==> src/rtl/trex_pkg.sv <==
// Shared T-rex game types: FSM state codes, obstacle type table, LFSR mask, coordinate widths.
// Pure definitions; no latency, no backpressure.
package trex_pkg;

    localparam int X_W = 11;
    localparam int H_W = 7;
    localparam int W_W = 8;

    typedef logic [1:0] state_t;
    localparam state_t ST_IDLE   = 2'd0;
    localparam state_t ST_GAP    = 2'd1;
    localparam state_t ST_SCROLL = 2'd2;
    localparam state_t ST_FROZEN = 2'd3;

    localparam logic [15:0] LFSR_MASK = 16'hB400;

    function automatic logic [H_W-1:0] type_h(input logic [1:0] t);
        case (t)
            2'd1, 2'd2: type_h = 7'd50;
            default:    type_h = 7'd35;
        endcase
    endfunction

    function automatic logic [W_W-1:0] type_w(input logic [1:0] t);
        case (t)
            2'd0:    type_w = 8'd17;
            2'd1:    type_w = 8'd25;
            2'd2:    type_w = 8'd51;
            default: type_w = 8'd34;
        endcase
    endfunction

endpackage

==> src/rtl/obstacle_scroller_if.sv <==
// Control strobes in, obstacle position/size and run status out.
// Plain wires; no latency, no flow control.
interface obstacle_scroller_if;
    import trex_pkg::*;

    logic           tick;
    logic           start;
    logic           collided;
    logic [X_W-1:0] obs_x;
    logic [H_W-1:0] obs_h;
    logic [W_W-1:0] obs_w;
    logic           obs_valid;
    logic [3:0]     speed;
    logic [15:0]    passed;
    logic           frozen;

    modport master (
        output tick, start, collided,
        input  obs_x, obs_h, obs_w, obs_valid, speed, passed, frozen
    );

    modport slave (
        input  tick, start, collided,
        output obs_x, obs_h, obs_w, obs_valid, speed, passed, frozen
    );

endinterface

==> src/rtl/lfsr16.sv <==
// 16-bit right-shifting Galois LFSR used to pick obstacle types and gaps.
// Latency: advances one step per enabled edge; no backpressure.
module lfsr16
    import trex_pkg::*;
#(
    parameter logic [15:0] SEED = 16'hACE1
) (
    input  logic        clk,
    input  logic        rst,
    input  logic        en,
    output logic [15:0] q
);

    always_ff @(posedge clk) begin
        if (rst) begin
            q <= SEED;
        end else if (en) begin
            q <= (q >> 1) ^ (q[0] ? LFSR_MASK : 16'h0000);
        end
    end

endmodule

==> src/rtl/obstacle_scroller.sv <==
// Spawns one ground obstacle at the right edge and scrolls it left per tick; speed ramps with clears.
// Latency: all outputs registered, one edge after the input cycle; no backpressure, freezes on collision.
module obstacle_scroller
    import trex_pkg::*;
#(
    parameter int          SCREEN_W   = 640,
    parameter int          SPEED_INIT = 4,
    parameter int          SPEED_MAX  = 12,
    parameter int          STEP_EVERY = 8,
    parameter int          GAP_MIN    = 30,
    parameter logic [15:0] LFSR_SEED  = 16'hACE1
) (
    input  logic               clk,
    input  logic               rst,
    obstacle_scroller_if.slave bus
);

    if (GAP_MIN + 63 > 127) begin : g_gap_width_chk
        $error("GAP_MIN + 63 does not fit the 7-bit gap counter");
    end

    state_t         state;
    logic [6:0]     gap_cnt;
    logic [X_W-1:0] obs_x;
    logic [H_W-1:0] obs_h;
    logic [W_W-1:0] obs_w;
    logic           obs_valid;
    logic           frozen;
    logic [3:0]     speed;
    logic [15:0]    passed;
    logic [15:0]    passed_nx;
    logic [15:0]    lfsr_q;
    logic [X_W-1:0] speed_x;
    logic           active;
    logic           hit;
    logic           adv;

    assign active    = (state == ST_GAP) || (state == ST_SCROLL);
    assign hit       = active && bus.collided;
    // A tick only counts when neither a collision nor a restart claims the cycle.
    assign adv       = active && bus.tick && !bus.collided && !bus.start;
    assign passed_nx = passed + 16'd1;
    assign speed_x   = {{(X_W-4){1'b0}}, speed};

    lfsr16 #(.SEED(LFSR_SEED)) u_lfsr (
        .clk (clk),
        .rst (rst),
        .en  (adv),
        .q   (lfsr_q)
    );

    always_ff @(posedge clk) begin
        if (rst) begin
            state     <= ST_IDLE;
            gap_cnt   <= '0;
            obs_x     <= X_W'(SCREEN_W);
            obs_h     <= '0;
            obs_w     <= '0;
            obs_valid <= 1'b0;
            speed     <= 4'(SPEED_INIT);
            passed    <= '0;
            frozen    <= 1'b0;
        end else if (hit) begin
            state  <= ST_FROZEN;
            frozen <= 1'b1;
        end else if (bus.start) begin
            state     <= ST_GAP;
            gap_cnt   <= 7'(GAP_MIN);
            obs_x     <= X_W'(SCREEN_W);
            obs_h     <= '0;
            obs_w     <= '0;
            obs_valid <= 1'b0;
            speed     <= 4'(SPEED_INIT);
            passed    <= '0;
            frozen    <= 1'b0;
        end else if (adv) begin
            if (state == ST_GAP) begin
                if (gap_cnt == 7'd0) begin
                    state     <= ST_SCROLL;
                    obs_x     <= X_W'(SCREEN_W);
                    obs_h     <= type_h(lfsr_q[1:0]);
                    obs_w     <= type_w(lfsr_q[1:0]);
                    obs_valid <= 1'b1;
                end else begin
                    gap_cnt <= gap_cnt - 7'd1;
                end
            end else if (obs_x < speed_x) begin
                state     <= ST_GAP;
                obs_valid <= 1'b0;
                obs_h     <= '0;
                obs_w     <= '0;
                obs_x     <= X_W'(SCREEN_W);
                passed    <= passed_nx;
                gap_cnt   <= 7'(GAP_MIN) + {1'b0, lfsr_q[5:0]};
                if ((passed_nx % 16'(STEP_EVERY)) == 16'd0 && passed_nx != 16'd0) begin
                    speed <= (speed >= 4'(SPEED_MAX)) ? 4'(SPEED_MAX) : speed + 4'd1;
                end
            end else begin
                obs_x <= obs_x - speed_x;
            end
        end
    end

    assign bus.obs_x     = obs_x;
    assign bus.obs_h     = obs_h;
    assign bus.obs_w     = obs_w;
    assign bus.obs_valid = obs_valid;
    assign bus.speed     = speed;
    assign bus.passed    = passed;
    assign bus.frozen    = frozen;

endmodule

==> src/flat_wrapper.sv <==
// flat-port wrapper written by rule: the top's interface ports become plain ports
module obstacle_scroller_flat import trex_pkg::*;
#(
    parameter int          SCREEN_W   = 640,
    parameter int          SPEED_INIT = 4,
    parameter int          SPEED_MAX  = 12,
    parameter int          STEP_EVERY = 8,
    parameter int          GAP_MIN    = 30,
    parameter logic [15:0] LFSR_SEED  = 16'hACE1
)
  (clk, rst, bus_tick, bus_start, bus_collided, bus_obs_x, bus_obs_h, bus_obs_w, bus_obs_valid, bus_speed, bus_passed, bus_frozen);
  obstacle_scroller_if bus_i ();
  input  logic clk;
  input  logic rst;
  input wire logic [$bits(bus_i.tick)-1:0] bus_tick;
  input wire logic [$bits(bus_i.start)-1:0] bus_start;
  input wire logic [$bits(bus_i.collided)-1:0] bus_collided;
  output wire logic [$bits(bus_i.obs_x)-1:0] bus_obs_x;
  output wire logic [$bits(bus_i.obs_h)-1:0] bus_obs_h;
  output wire logic [$bits(bus_i.obs_w)-1:0] bus_obs_w;
  output wire logic [$bits(bus_i.obs_valid)-1:0] bus_obs_valid;
  output wire logic [$bits(bus_i.speed)-1:0] bus_speed;
  output wire logic [$bits(bus_i.passed)-1:0] bus_passed;
  output wire logic [$bits(bus_i.frozen)-1:0] bus_frozen;
  assign bus_i.tick = bus_tick;
  assign bus_i.start = bus_start;
  assign bus_i.collided = bus_collided;
  assign bus_obs_x = bus_i.obs_x;
  assign bus_obs_h = bus_i.obs_h;
  assign bus_obs_w = bus_i.obs_w;
  assign bus_obs_valid = bus_i.obs_valid;
  assign bus_speed = bus_i.speed;
  assign bus_passed = bus_i.passed;
  assign bus_frozen = bus_i.frozen;
  obstacle_scroller #(.SCREEN_W(SCREEN_W), .SPEED_INIT(SPEED_INIT), .SPEED_MAX(SPEED_MAX), .STEP_EVERY(STEP_EVERY), .GAP_MIN(GAP_MIN), .LFSR_SEED(LFSR_SEED)) u_core (.clk(clk), .rst(rst), .bus(bus_i));
endmodule
==> config.mk <==
export PLATFORM = sky130hd
export DESIGN_NAME = obstacle_scroller_flat
export DESIGN_NICKNAME = d
export VERILOG_FILES = /design/src/rtl/trex_pkg.sv /design/src/rtl/obstacle_scroller_if.sv /design/src/rtl/lfsr16.sv /design/src/rtl/obstacle_scroller.sv /design/src/flat_wrapper.sv
export SDC_FILE = /design/constraint.sdc
export NUM_CORES = 1
export LEC_CHECK = 0
export CORE_ASPECT_RATIO = 0.75
export CORE_MARGIN = 2
export CORE_UTILIZATION = 61
export CTS_BUF_LIST = sky130_fd_sc_hd__clkbuf_4
export DETAILED_ROUTE_END_ITERATION = 8
export HOLD_SLACK_MARGIN = 0.06
export PLACE_DENSITY_LB_ADDON = 0.05
export SLEW_MARGIN = 20
export SYNTH_ARGS = -nofsm -noshare
export SYNTH_HDL_FRONTEND = slang
export SYNTH_SLANG_ARGS = --single-unit
==> constraint.sdc <==
create_clock -name clk -period 3.56 [get_ports clk]
set_clock_uncertainty 0.15 [all_clocks]
set_input_delay 0.534 -clock clk [delete_from_list [all_inputs] [get_ports clk]]
set_output_delay 0.534 -clock clk [all_outputs]
set_load 0.05 [all_outputs]
==> impl_metrics.toml, run 1 <==
[setup_path]
rr_worst_depth = 9
cp_max_fo = 13
cp.required_ns = 3.74
startpoint_type = "flop"
cp-end-kind = "flop"
worstSetupPathType = "reg2reg"
critPathArrivalTime_ns = 3.00

[placement]
gp_congestion = 0.910
place.detailed.hpwl_um = 6060
port_buffers = 46
dp_cells = 550
placed_cell_area_um2 = 4100

[logic_synthesis]
ys_seq_area_share_pct = 34.0
synth_compound_area_share_pct = 19.8
synthMuxAreaShare_pct = 1.52
synth_xor_area_share_pct = 4.01
synthCells = 450
ys_types = 68
synth_area_um2 = 3710
ys_warn_count = 0
synth_top_family_by_area = "simple AND/OR/NAND/NOR gates"
ys.flop_type = "dfxtp_1"
yosys.area_share.adder_pct = 5.26
synth-simple-area-share_pct = 27.4
async_flop_share_pct = 0
synth-seq-cells = 63
syn-mean-instance-area_um2 = 8.24
synth_edf_count = 0

[global_route]
antenna_found_initial = 0
globalRouteOverflowTotal = 0
grt_pass1_wl_um = 14100
grtUsageTotal_pct = 26.5
grt_max_degree = 31
first_global_vias = 2925

[finish]
area.growth.synth_to_final_pct = 13.7
antenna_cells = 0
layout.nets = 503
fin_area_um2 = 4220
fin_cells = 566
drive_above_1_share_pct = 9.22

[hold_path]
holdPathStages = 2
hold_class = "reg2reg"

[cts]
clockBufferDepth = 2
cts_hold_buf = 0
postCtsResizedCells = 0
cts_tree = "done"
htree_num_levels = 3
numCtsBuffers = 9
root_buffer = "clkbuf_4"
cts_sinks = 63
clk_pin_slew_ns = 0.11
worstSkewPairLatency_ns = 0.42
post_cts_buffers = 0

[pwr]
finalPower_mw = 1.56
p_leak_nw = 1.55
p_per_area_nw_per_um2 = 370
peakVddDrop_mv = 0.303

[timing]
timing.final.crit_share_pct = 79.3
worst_pin_slew_ns = 0.702
max_freq_mhz = 354
finalHoldViolCount = 0
finalSetupViolCount = 0
relSlewSlack_pct = 53.2
min_period_ns = 2.82
finalSetupTns_ns = 0
maxSlewViolCount = 0
rsz0062_at_grt = "false"

[floorplan]
core_um2 = 5860
start_util_pct = 63.3
ioPinCount = 53
num_rows = 24
die_area_um2 = 6730
die_x_um = 94.0
dieHeight_um = 71.5

[routing]
drt-vias-per-instance = 5.86
routed_wl_um = 8440
via_count = 3316
drc = 0
ant_nets = 0
drt-wirelength-per-cell_um = 14.9
drt_iter0_drc = 263
dr.pass1.iters = 4

[run_status]
status = "finished, final reports clean"

[job]
drv_cap = 0
registers in the layout, summed over array words and instances, names as in the netlist:
register and flops:
u_core.bus.obs_w 3, u_core.bus.passed 16, u_core.bus.frozen 1, u_core.gap_cnt 7
u_core.bus.speed 4, u_core.bus.obs_h 3, u_core.state 2, u_core.bus.obs_x 11
u_core.u_lfsr.q 16
synthesized netlist by cell type, types with 8 or more instances:
cell type | instances | share of area, %
a211oi_1 | 11 | 2.2
or3_1 | 10 | 1.7
a21oi_1 | 37 | 5.0
buf_4 | 14 | 2.8
xnor2_1 | 14 | 3.3
o21ai_0 | 13 | 1.8
nand2b_1 | 11 | 1.9
nand3_1 | 14 | 1.9
nor2_1 | 42 | 4.3
clkbuf_1 | 10 | 1.0
inv_1 | 14 | 1.4
ha_1 | 14 | 4.7
o21ai_1 | 10 | 1.3
nand2_1 | 53 | 5.4
dfxtp_1 | 63 | 34
nor2b_1 | 8 | 1.3
cell families after synthesis:
logic type	after synthesis
other cells	1
simple gates	186
compound gates	112
xor+xnor	17
flops	63
buf+inv	51
mux	5
fa+ha+maj	15
critical path: stages, from the launching register on:
cell and delay, ns:
dfxtp_1 0.48, inv_1 0.09, ha_1 0.35, o21a_1 0.20, o31ai_2 0.07, buf_4 0.20
a311oi_2 0.23, nor3_4 0.53, o21ai_1 0.13, a221oi_1 0.29
final timing paths:
kind,from,end,slack [ns]
max,u_core.bus.speed[2],u_core.gap_cnt[2],0.74
min,u_core.u_lfsr.q[8],u_core.u_lfsr.q[8],0.31
max reg2reg,u_core.bus.speed[2],u_core.gap_cnt[2],0.74
min reg2reg,u_core.u_lfsr.q[8],u_core.u_lfsr.q[8],0.31
layer usage:
layer  vias up  GRT usage, %  routed length, um
li1       1644             -                  -
met1      1546          38.3               4050
met2       115          38.3               3700
met3        11          8.10                599
met4         0          8.05                 95
met5         -             0                  0
final cells by class:
cell class	count	area (um^2)
well taps	78	97.6
flip-flops and latches	63	1260
clock inverters	6	37.5
inverters	14	52.6
fillers	501	1640
repair buffers	54	520
clock buffers	10	75.1
multi-input cells	341	2170
placed cells by master, fill, tap and decap left out, drive strengths merged, types with 7 or more instances in the layout:
| cell type | synthesis | routed |
|---|---|---|
| nor3 | 7 | 7 |
| xnor2 | 14 | 14 |
| clkbuf | 10 | 10 |
| clkdlybuf4s50 | 0 | 46 |
| a21oi | 37 | 37 |
| inv | 14 | 14 |
| ha | 14 | 14 |
| buf | 26 | 8 |
| a211oi | 13 | 13 |
| nand2 | 53 | 53 |
| nor2b | 8 | 8 |
| or3 | 10 | 10 |
| nand2b | 11 | 11 |
| nand3 | 16 | 16 |
| nor2 | 43 | 43 |
| nand4 | 7 | 7 |
| dfxtp | 63 | 63 |
| o21ai | 23 | 23 |
metrics by stage:
step / hold slack, ns / util [%] / worst slack, ns
detailed placement: 0.300 / 70.1 / 0.645
CTS: 0.306 / 72.0 / 0.763
global route: 0.340 / 72.0 / 0.558
global placement: 0.297 / 70.1 / 0.722
floorplan: 0.282 / - / 0.727
finish: 0.315 / 72.0 / 0.737
power breakdown:
group | total (mW) | internal, mW | switching (mW)
Clock | 0.417 | 0.147 | 0.269
Sequential | 0.772 | 0.739 | 0.0323
Combinational | 0.370 | 0.126 | 0.244
(Power assumes the default switching activity.)
==> run 2: changes to the inputs <==
--- a/config.mk
+++ b/config.mk
@@ -7,7 +7,7 @@
 export LEC_CHECK = 0
 export CORE_ASPECT_RATIO = 0.75
 export CORE_MARGIN = 2
-export CORE_UTILIZATION = 61
+export CORE_UTILIZATION = 57
 export CTS_BUF_LIST = sky130_fd_sc_hd__clkbuf_4
 export DETAILED_ROUTE_END_ITERATION = 8
 export HOLD_SLACK_MARGIN = 0.06
==> constraint.sdc (replaced) <==
create_clock -name clk -period 2.6 [get_ports clk]
set_clock_uncertainty 0.15 [all_clocks]
set_input_delay 0.39 -clock clk [delete_from_list [all_inputs] [get_ports clk]]
set_output_delay 0.39 -clock clk [all_outputs]
set_load 0.05 [all_outputs]
==> impl_metrics.toml, run 2 (synthesis results as in run 1) <==
[global_route]
globalRouteOverflowTotal = 0
grt_pass1_wl_um = 14400
first_global_vias = 2967
grt_max_degree = 21
antenna_found_initial = 0
grtUsageTotal_pct = 25.0

[timing]
finalHoldViolCount = 0
min_period_ns = 2.50
rsz0062_at_grt = "true"
timing.final.crit_share_pct = 96.3
worst_pin_slew_ns = 0.530
relSlewSlack_pct = 64.4
finalSetupViolCount = 0
finalSetupTns_ns = 0
max_freq_mhz = 400
maxSlewViolCount = 0

[pwr]
pwr-share-clk_pct = 33.0
p_seq_share_pct = 44.1
p_per_area_nw_per_um2 = 534
power.share.combinational_pct = 22.9
p_leak_nw = 1.68
switching_share_pct = 32.8
p_int_mw = 1.61
peakVddDrop_mv = 0.276
power_switching_uw = 783

[placement]
port_buffers = 46
gp_congestion = 0.919
place.detailed.hpwl_um = 6240

[setup_path]
critPathArrivalTime_ns = 2.68
slowest_delay_ns = 0.38
critPathBufInv = 3
cp-end-kind = "flop"
startpoint_type = "flop"
slowest_stage = "dfxtp_2"
worstSetupPathType = "reg2reg"
cp_max_fo = 12
cp.required_ns = 2.78
critPathTopFamily = "compound AO/OA/AOI/OAI gates"
path_cells = "inv_1 > ha_1 > nor2b_2 > o31ai_4 > buf_12 > a311oi_4 > nor3_4 > buf_6 > a21oi_1 > a211oi_1"

[cts]
cts_sinks = 63
root_buffer = "clkbuf_4"
cts_tree = "done"
worstSkewPairLatency_ns = 0.41
numCtsBuffers = 9
htree_num_levels = 3
cts_hold_buf = 0
clockBufferDepth = 2
clk_pin_slew_ns = 0.12

[routing]
via_count = 3394
drt-vias-per-instance = 5.83
ant_nets = 0
dr.pass1.iters = 5
drt_iter0_drc = 238
drt-wirelength-per-cell_um = 15.1
routed_wl_um = 8810
drc = 0

[finish]
fill_cells = 521
biggestRegsByFlops = "u_core.bus.passed: 16 flops, u_core.u_lfsr.q: 16 flops, u_core.bus.obs_x: 11 flops"
drive_above_1_share_pct = 16.6
finish.utilization_pct = 71.2
layout_commonest_cell = "nand2_1"
layout.nets = 516
seq_area_um2 = 1290
area.growth.synth_to_final_pct = 20.7
multi_input_area_um2 = 2230
antenna_cells = 0
layout_common_cells = "nand2_1, clkdlybuf4s50_1, dfxtp_1"

[floorplan]
num_rows = 25
die_area_um2 = 7170
dieHeight_um = 73.9
ioPinCount = 53
start_util_pct = 59.0
die_x_um = 97.1
core_um2 = 6290

[hold_path]
hold_class = "reg2reg"

[job]
drv_cap = 0

[run_status]
status = "finished, final reports clean"
## run 2: cell count changes in the layout (fill, tap and decap cells not counted), sizes merged
cell / before / now
bufinv: 0 / 2
clkinvlp: 2 / 0
buf: 8 / 21
inv: 14 / 15
clkbuf: 10 / 9
## run 2: layer usage
| layer | global-route usage, % | routed length, um |
|---|---|---|
| met1 | 36.6 | 4500 |
| met2 | 37.0 | 3750 |
| met3 | 5.61 | 457 |
| met4 | 7.20 | 98 |
| met5 | 0 | 0 |
## run 2: final timing paths
kind,start,end,slack [ns],cells after the start
max,u_core.bus.speed[1],u_core.gap_cnt[3],0.1,10
max reg2reg,u_core.bus.speed[1],u_core.gap_cnt[3],0.1,10
min reg2reg,u_core.u_lfsr.q[15],u_core.u_lfsr.q[14],0.31,2
min,u_core.u_lfsr.q[15],u_core.u_lfsr.q[14],0.31,2
## run 2: cell type report
| type | instances | area share [%] |
|---|---|---|
| clock buffer | 9 | 1.51 |
| multi-input combinational | 341 | 49.9 |
| tap | 81 | 2.26 |
| timing repair buffer | 67 | 14.2 |
| inverter | 14 | 1.17 |
| sequential | 63 | 28.8 |
| clock inverter | 7 | 2.15 |
## run 2: worst register-to-register path, delay by kind of cell (launching register included)
kind / cells / cell delay (ns)
compound gates: 4 / 0.72
fa+ha+maj: 1 / 0.31
buf+inv: 3 / 0.45
flops: 1 / 0.38
simple gates: 2 / 0.41
## run 2: metrics by stage
step	instances	power [mW]	hold slack [ns]	area [um^2]	worst slack, ns
4_1_cts	580	2.38	0.320	4390	0.0138
6_report	582	2.39	0.314	4480	0.0970
3_5_place_dp	564	1.60	0.302	4220	0.0491
5_1_grt	582	2.49	0.340	4480	-0.0314
3_3_place_gp	564	1.59	0.289	4220	0.109
2_1_floorplan	455	1.48	0.282	3760	0.0189
## run 2: power groups by stage
stage               Clock [mW]  Combinational [mW]  Sequential (mW)
finish                   0.789               0.547             1.05
global route             0.840               0.591             1.06
CTS                      0.801               0.526             1.05
detailed placement           0               0.524             1.08
global placement             0               0.517             1.07
floorplan                    0               0.340             1.14
## run 2: timing repair
action | CTS | global route
endpoints found under the setup margin | 0 | 40
gates resized for setup | 0 | 15
setup buffers | 0 | 2
==> run 3: changes to the inputs <==
--- a/config.mk
+++ b/config.mk
@@ -7,7 +7,7 @@
 export LEC_CHECK = 0
 export CORE_ASPECT_RATIO = 0.75
 export CORE_MARGIN = 2
-export CORE_UTILIZATION = 57
+export CORE_UTILIZATION = 55
 export CTS_BUF_LIST = sky130_fd_sc_hd__clkbuf_4
 export DETAILED_ROUTE_END_ITERATION = 8
 export HOLD_SLACK_MARGIN = 0.06
==> impl_metrics.toml, run 3 (synthesis results as in run 1) <==
[global_route]
grt_pass1_wl_um = 14400
first_global_vias = 3015
antenna_found_initial = 0
globalRouteOverflowTotal = 0
grt_max_degree = 22
grtUsageTotal_pct = 24.3

[floorplan]
die_x_um = 98.8
die_area_um2 = 7420
num_rows = 25
core_um2 = 6410
dieHeight_um = 75.1
ioPinCount = 53
start_util_pct = 57.8

[timing]
whs_ns = 0.311
relSlewSlack_pct = 60.0
rsz0062_at_grt = "true"
min_period_ns = 2.50
timing.final.crit_share_pct = 96.1
max_freq_mhz = 400
finalHoldViolCount = 0
worst_pin_slew_ns = 0.601
finalSetupTns_ns = 0
finalSetupViolCount = 0
maxSlewViolCount = 0

[setup_path]
path_cells = "inv_1 > ha_1 > nor2b_1 > o31ai_4 > buf_4 > nand4_1 > buf_6 > or3_1 > a21oi_1"
slowest_delay_ns = 0.40
regToRegSetupSlack_ns = 0.10
cp_max_fo = 16
rr_worst_depth = 9
cp.required_ns = 2.80
startpoint_type = "flop"
worstSetupPathType = "reg2reg"
critPathArrivalTime_ns = 2.70
r2r-start = "u_core.bus.speed[1]"
cp-end-kind = "flop"
slowest_stage = "o31ai_4"
worst_r2r_endpoint = "u_core.bus.passed[10]"

[cts]
root_buffer = "clkbuf_4"
clockBufferDepth = 2
cts_tree = "done"
worstSkewPairLatency_ns = 0.43
numCtsBuffers = 9
htree_num_levels = 3
clk_pin_slew_ns = 0.11
cts_sinks = 63
cts_hold_buf = 0

[placement]
port_buffers = 46
dp_cells = 563
gp_congestion = 0.942
place.detailed.hpwl_um = 6240

[hold_path]
hold_end = "u_core.u_lfsr.q[9]"
hp-start = "u_core.u_lfsr.q[9]"
hold_class = "reg2reg"
holdPathStages = 2

[pwr]
pwr-share-clk_pct = 27.2
switching_share_pct = 35.9
p_seq_share_pct = 48.1
peakVddDrop_mv = 0.275
p_int_mw = 1.41
power_switching_uw = 786
p_per_area_nw_per_um2 = 499
power.share.combinational_pct = 24.7
p_leak_nw = 1.63

[finish]
layout.nets = 517
layout_commonest_cell = "nand2_1"
biggestRegsByFlops = "u_core.bus.passed: 16 flops, u_core.u_lfsr.q: 16 flops, u_core.bus.obs_x: 11 flops"
layout_common_cells = "nand2_1, dfxtp_1, clkdlybuf4s50_1"
antenna_cells = 0
area.growth.synth_to_final_pct = 18.5
fin_cells = 583
drive_above_1_share_pct = 15.5

[routing]
via_count = 3366
drc = 0
drt-wirelength-per-cell_um = 15.1
ant_nets = 0
routed_wl_um = 8800
drt-vias-per-instance = 5.77
dr.pass1.iters = 5
drt_iter0_drc = 186

[job]
drv_cap = 0

[run_status]
status = "finished, final reports clean"
## run 3: cell type report
cell class              count  area [um^2]
repair buffers             68          637
clock inverters             7         47.5
fillers                   555         2020
multi-input cells         341         2200
flip-flops and latches     63         1290
clock buffers               9         67.6
inverters                  14         52.6
well taps                  81          101
## run 3: worst max-delay path by stage
stage                          from                    end  slack, ns  cells past startpoint
2_1_floorplan  u_core.bus.passed[4]    u_core.bus.speed[1]       0.02                      7
3_5_place_dp    u_core.bus.speed[1]      u_core.gap_cnt[2]       0.09                      8
6_report        u_core.bus.speed[1]  u_core.bus.passed[10]       0.10                      9
4_1_cts         u_core.bus.speed[1]      u_core.gap_cnt[2]       0.07                      8
5_1_grt         u_core.bus.speed[1]   u_core.bus.passed[1]      -0.06                      9
3_3_place_gp               bus_tick   u_core.bus.passed[1]       0.12                      8
## run 3: layer usage
layer  wire [um]  global-route usage (%)
met5           0                       0
met4         105                    7.91
met3         517                    5.57
met2        3640                    36.1
met1        4530                    35.3
## run 3: power by group through the flow
stage	sequential, mW	combinational, mW	clock (mW)
final	1.05	0.542	0.596
after global routing	1.06	0.590	0.646
after floorplan	1.14	0.340	0
after CTS	1.05	0.524	0.611
after detailed placement	1.08	0.521	0
after global placement	1.07	0.515	0
## run 3: stage by stage
stage | setup WS (ns) | util, % | power [mW] | instance area, um^2
finish | 0.101 | 68.5 | 2.19 | 4390
global route | -0.0573 | 68.5 | 2.30 | 4390
CTS | 0.0675 | 67.6 | 2.19 | 4330
detailed placement | 0.0932 | 65.8 | 1.60 | 4220
global placement | 0.118 | 65.8 | 1.59 | 4220
floorplan | 0.0189 | - | 1.48 | 3760
## run 3: critical path, delay by kind of cell (launching register included)
family / cells / cell delay, ns
flip-flops: 1 / 0.37
adder cells (fa/ha/maj): 1 / 0.29
buffers and inverters: 3 / 0.47
AND/OR/NAND/NOR: 3 / 0.60
AO/OA/AOI/OAI: 2 / 0.54
## run 3: what timing repair did
item,in CTS,in global routing
buffers inserted,0,4
endpoints found under the setup margin,0,12
resized for setup,0,7
==> RTL edit, RTL diff (settings of run 3) <==
Change the package constant `X_W` from 11 to 22.
--- a/src/rtl/trex_pkg.sv
+++ b/src/rtl/trex_pkg.sv
@@ -4,3 +4,3 @@
 
-    localparam int X_W = 11;
+    localparam int X_W = 22;
     localparam int H_W = 7;
Ports: changed (resized bus_obs_x); port bits go from 53 to 64. The function was not compared with the original's and may differ.
==> RTL edit against run 3 <==
  * The flow now finishes with violations (setup timing)
  * Sequential share of layout area decreased by 1.3 points
  * Total power increased by 20%
  * Largest cell class unchanged
  * First-iteration DRC count increased by 31%
  * Sequential cell count increased by 11
  * Utilization increased by 6.5 points
  * Setup slack got worse by 180 ps
  * Critical endpoint is now u_core.bus.obs_x[21]
  * Area after synthesis increased by 8.9%
  * Maximum frequency decreased by 6.7%
  * Wire length increased by 25%
  * Design area increased by 23%
==> RTL edit: results <==
set metrics [dict create \
    cpMaxStageDelayCell "or4_4" \
    drt_iter0_markers 243 \
    first_pass_iters 6 \
    tns_ps -78.7 \
    reg2reg_depth 8 \
    drive_gt1_share_pct 22.4 \
    vias_per_cell 5.81 \
    synthXorXnorAreaFrac_pct 4.77 \
    synthMuxAreaShare_pct 1.02 \
    worst-endpoint-arrival_ps 2920 \
    antenna_found_initial 0 \
    reg_top3 "u_core.bus.obs_x: 22 flops, u_core.bus.passed: 16 flops, u_core.u_lfsr.q: 16 flops" \
    h-tree-depth 3 \
    yosysTopAreaCell "dfxtp_1" \
    p_per_area_nw_per_um2 487 \
    wl_mm 11.0 \
    port_buffers 57 \
    worstMarginPinSlew_ps 644 \
    synth_seq_area_share_pct 36.7 \
    critPathMaxStageDelay_ps 450 \
    gp_congestion 0.923 \
    vdd_ir_drop_max_v 0.000342 \
    num-fill-cells 595 \
    netSwitchingFraction_pct 34.2 \
    violations "setup timing" \
    seq_power_share_pct 46.2 \
    grt_first_pass_wirelength_mm 18.4 \
    p_leak_nw 2.03 \
    dp_hpwl_mm 7.95 \
    cp_top_family "simple AND/OR/NAND/NOR gates" \
    synth_area_leaders "dfxtp_1 37%, nand2_1 5.6%, a21oi_1 5.2%, nor2_1 4.8%, ha_1 4.3%" \
    cts-buffers-inserted 9 \
    clk_latency_ps 450 \
    holdPathStages 2 \
    status "finished with violations" \
    grt_usage_pct 28.8 \
    synthArstFlopShare_pct 0 \
    grt_pass1_vias 3926 \
    path_max_fanout 5 \
    fin_ws_ps -78.7 \
    p_clk_mw 0.795 \
    ys.flop_type "dfxtp_1" \
    setup_viol 1 \
    synth_compound_area_share_pct 20.1 \
    clk_pin_slew_ps 140 \
    ctsLongestPathBuffers 2 \
    grt_max_degree 21 \
    synth_cell_types 59 \
    synth_fa_ha_area_share_pct 4.83 \
    num-nets-final 630 \
    root_buffer "clkbuf_4" \
    ys_top_cells_by_count "74 x dfxtp_1, 60 x nand2_1, 52 x nor2_1, 42 x a21oi_1, 24 x clkbuf_1" \
    antenna_cells 0 \
]
[RTL edit: changes by cell type in the layout (fill, tap and decap cells not counted), sizes merged, moves of 9 or more]
cell           delta
dfxtp            +11
nand2b            -9
or4              +10
clkdlybuf4s50    +11
buf              +45
nor2              +9
[RTL edit: tightest hold or removal path, delay by kind of cell, from the launching register on]
kind	cells	cell delay, ps
flops	1	330
simple gates	1	50
compound gates	1	50
[RTL edit: through the flow]
step                instances  hold slack, ps  setup slack [ps]  instance area, um2
floorplan                 512             282              -172                4110
global placement          696             288             -40.0                5110
detailed placement        696             293             -64.1                5110
CTS                       713             312             -63.3                5300
global route              716             348              -123                5420
finish                    716             310             -78.7                5420
[RTL edit: final timing paths]
check	startpoint	to	slack, ps
max reg2reg	u_core.bus.speed[3]	u_core.bus.obs_x[21]	-80
max	u_core.bus.speed[3]	u_core.bus.obs_x[21]	-80
min	u_core.u_lfsr.q[10]	u_core.u_lfsr.q[9]	310
min reg2reg	u_core.u_lfsr.q[10]	u_core.u_lfsr.q[9]	310
[RTL edit: area by class of cell]
| type | count | share of cell area [%] |
|---|---|---|
| inverter | 15 | 1.08 |
| multi-input combinational | 386 | 45.8 |
| timing repair buffer | 124 | 20.0 |
| clock buffer | 9 | 1.25 |
| sequential | 74 | 27.9 |
| tap | 101 | 2.33 |
| clock inverter | 7 | 1.57 |
[RTL edit: repair_timing]
action	4_1_cts	5_1_grt
resized for setup	7	21
setup buffers	1	3
setup endpoints to repair	15	46
pin swaps	0	2
[RTL edit: metal layers]
| layer | vias up | global-route usage, % | wire length, um |
|---|---|---|---|
| li1 | 2034 | - | - |
| met1 | 1925 | 40.2 | 4980 |
| met2 | 175 | 44.0 | 5030 |
| met3 | 24 | 6.14 | 771 |
| met4 | 0 | 10.1 | 218 |
| met5 | - | 0 | 0 |
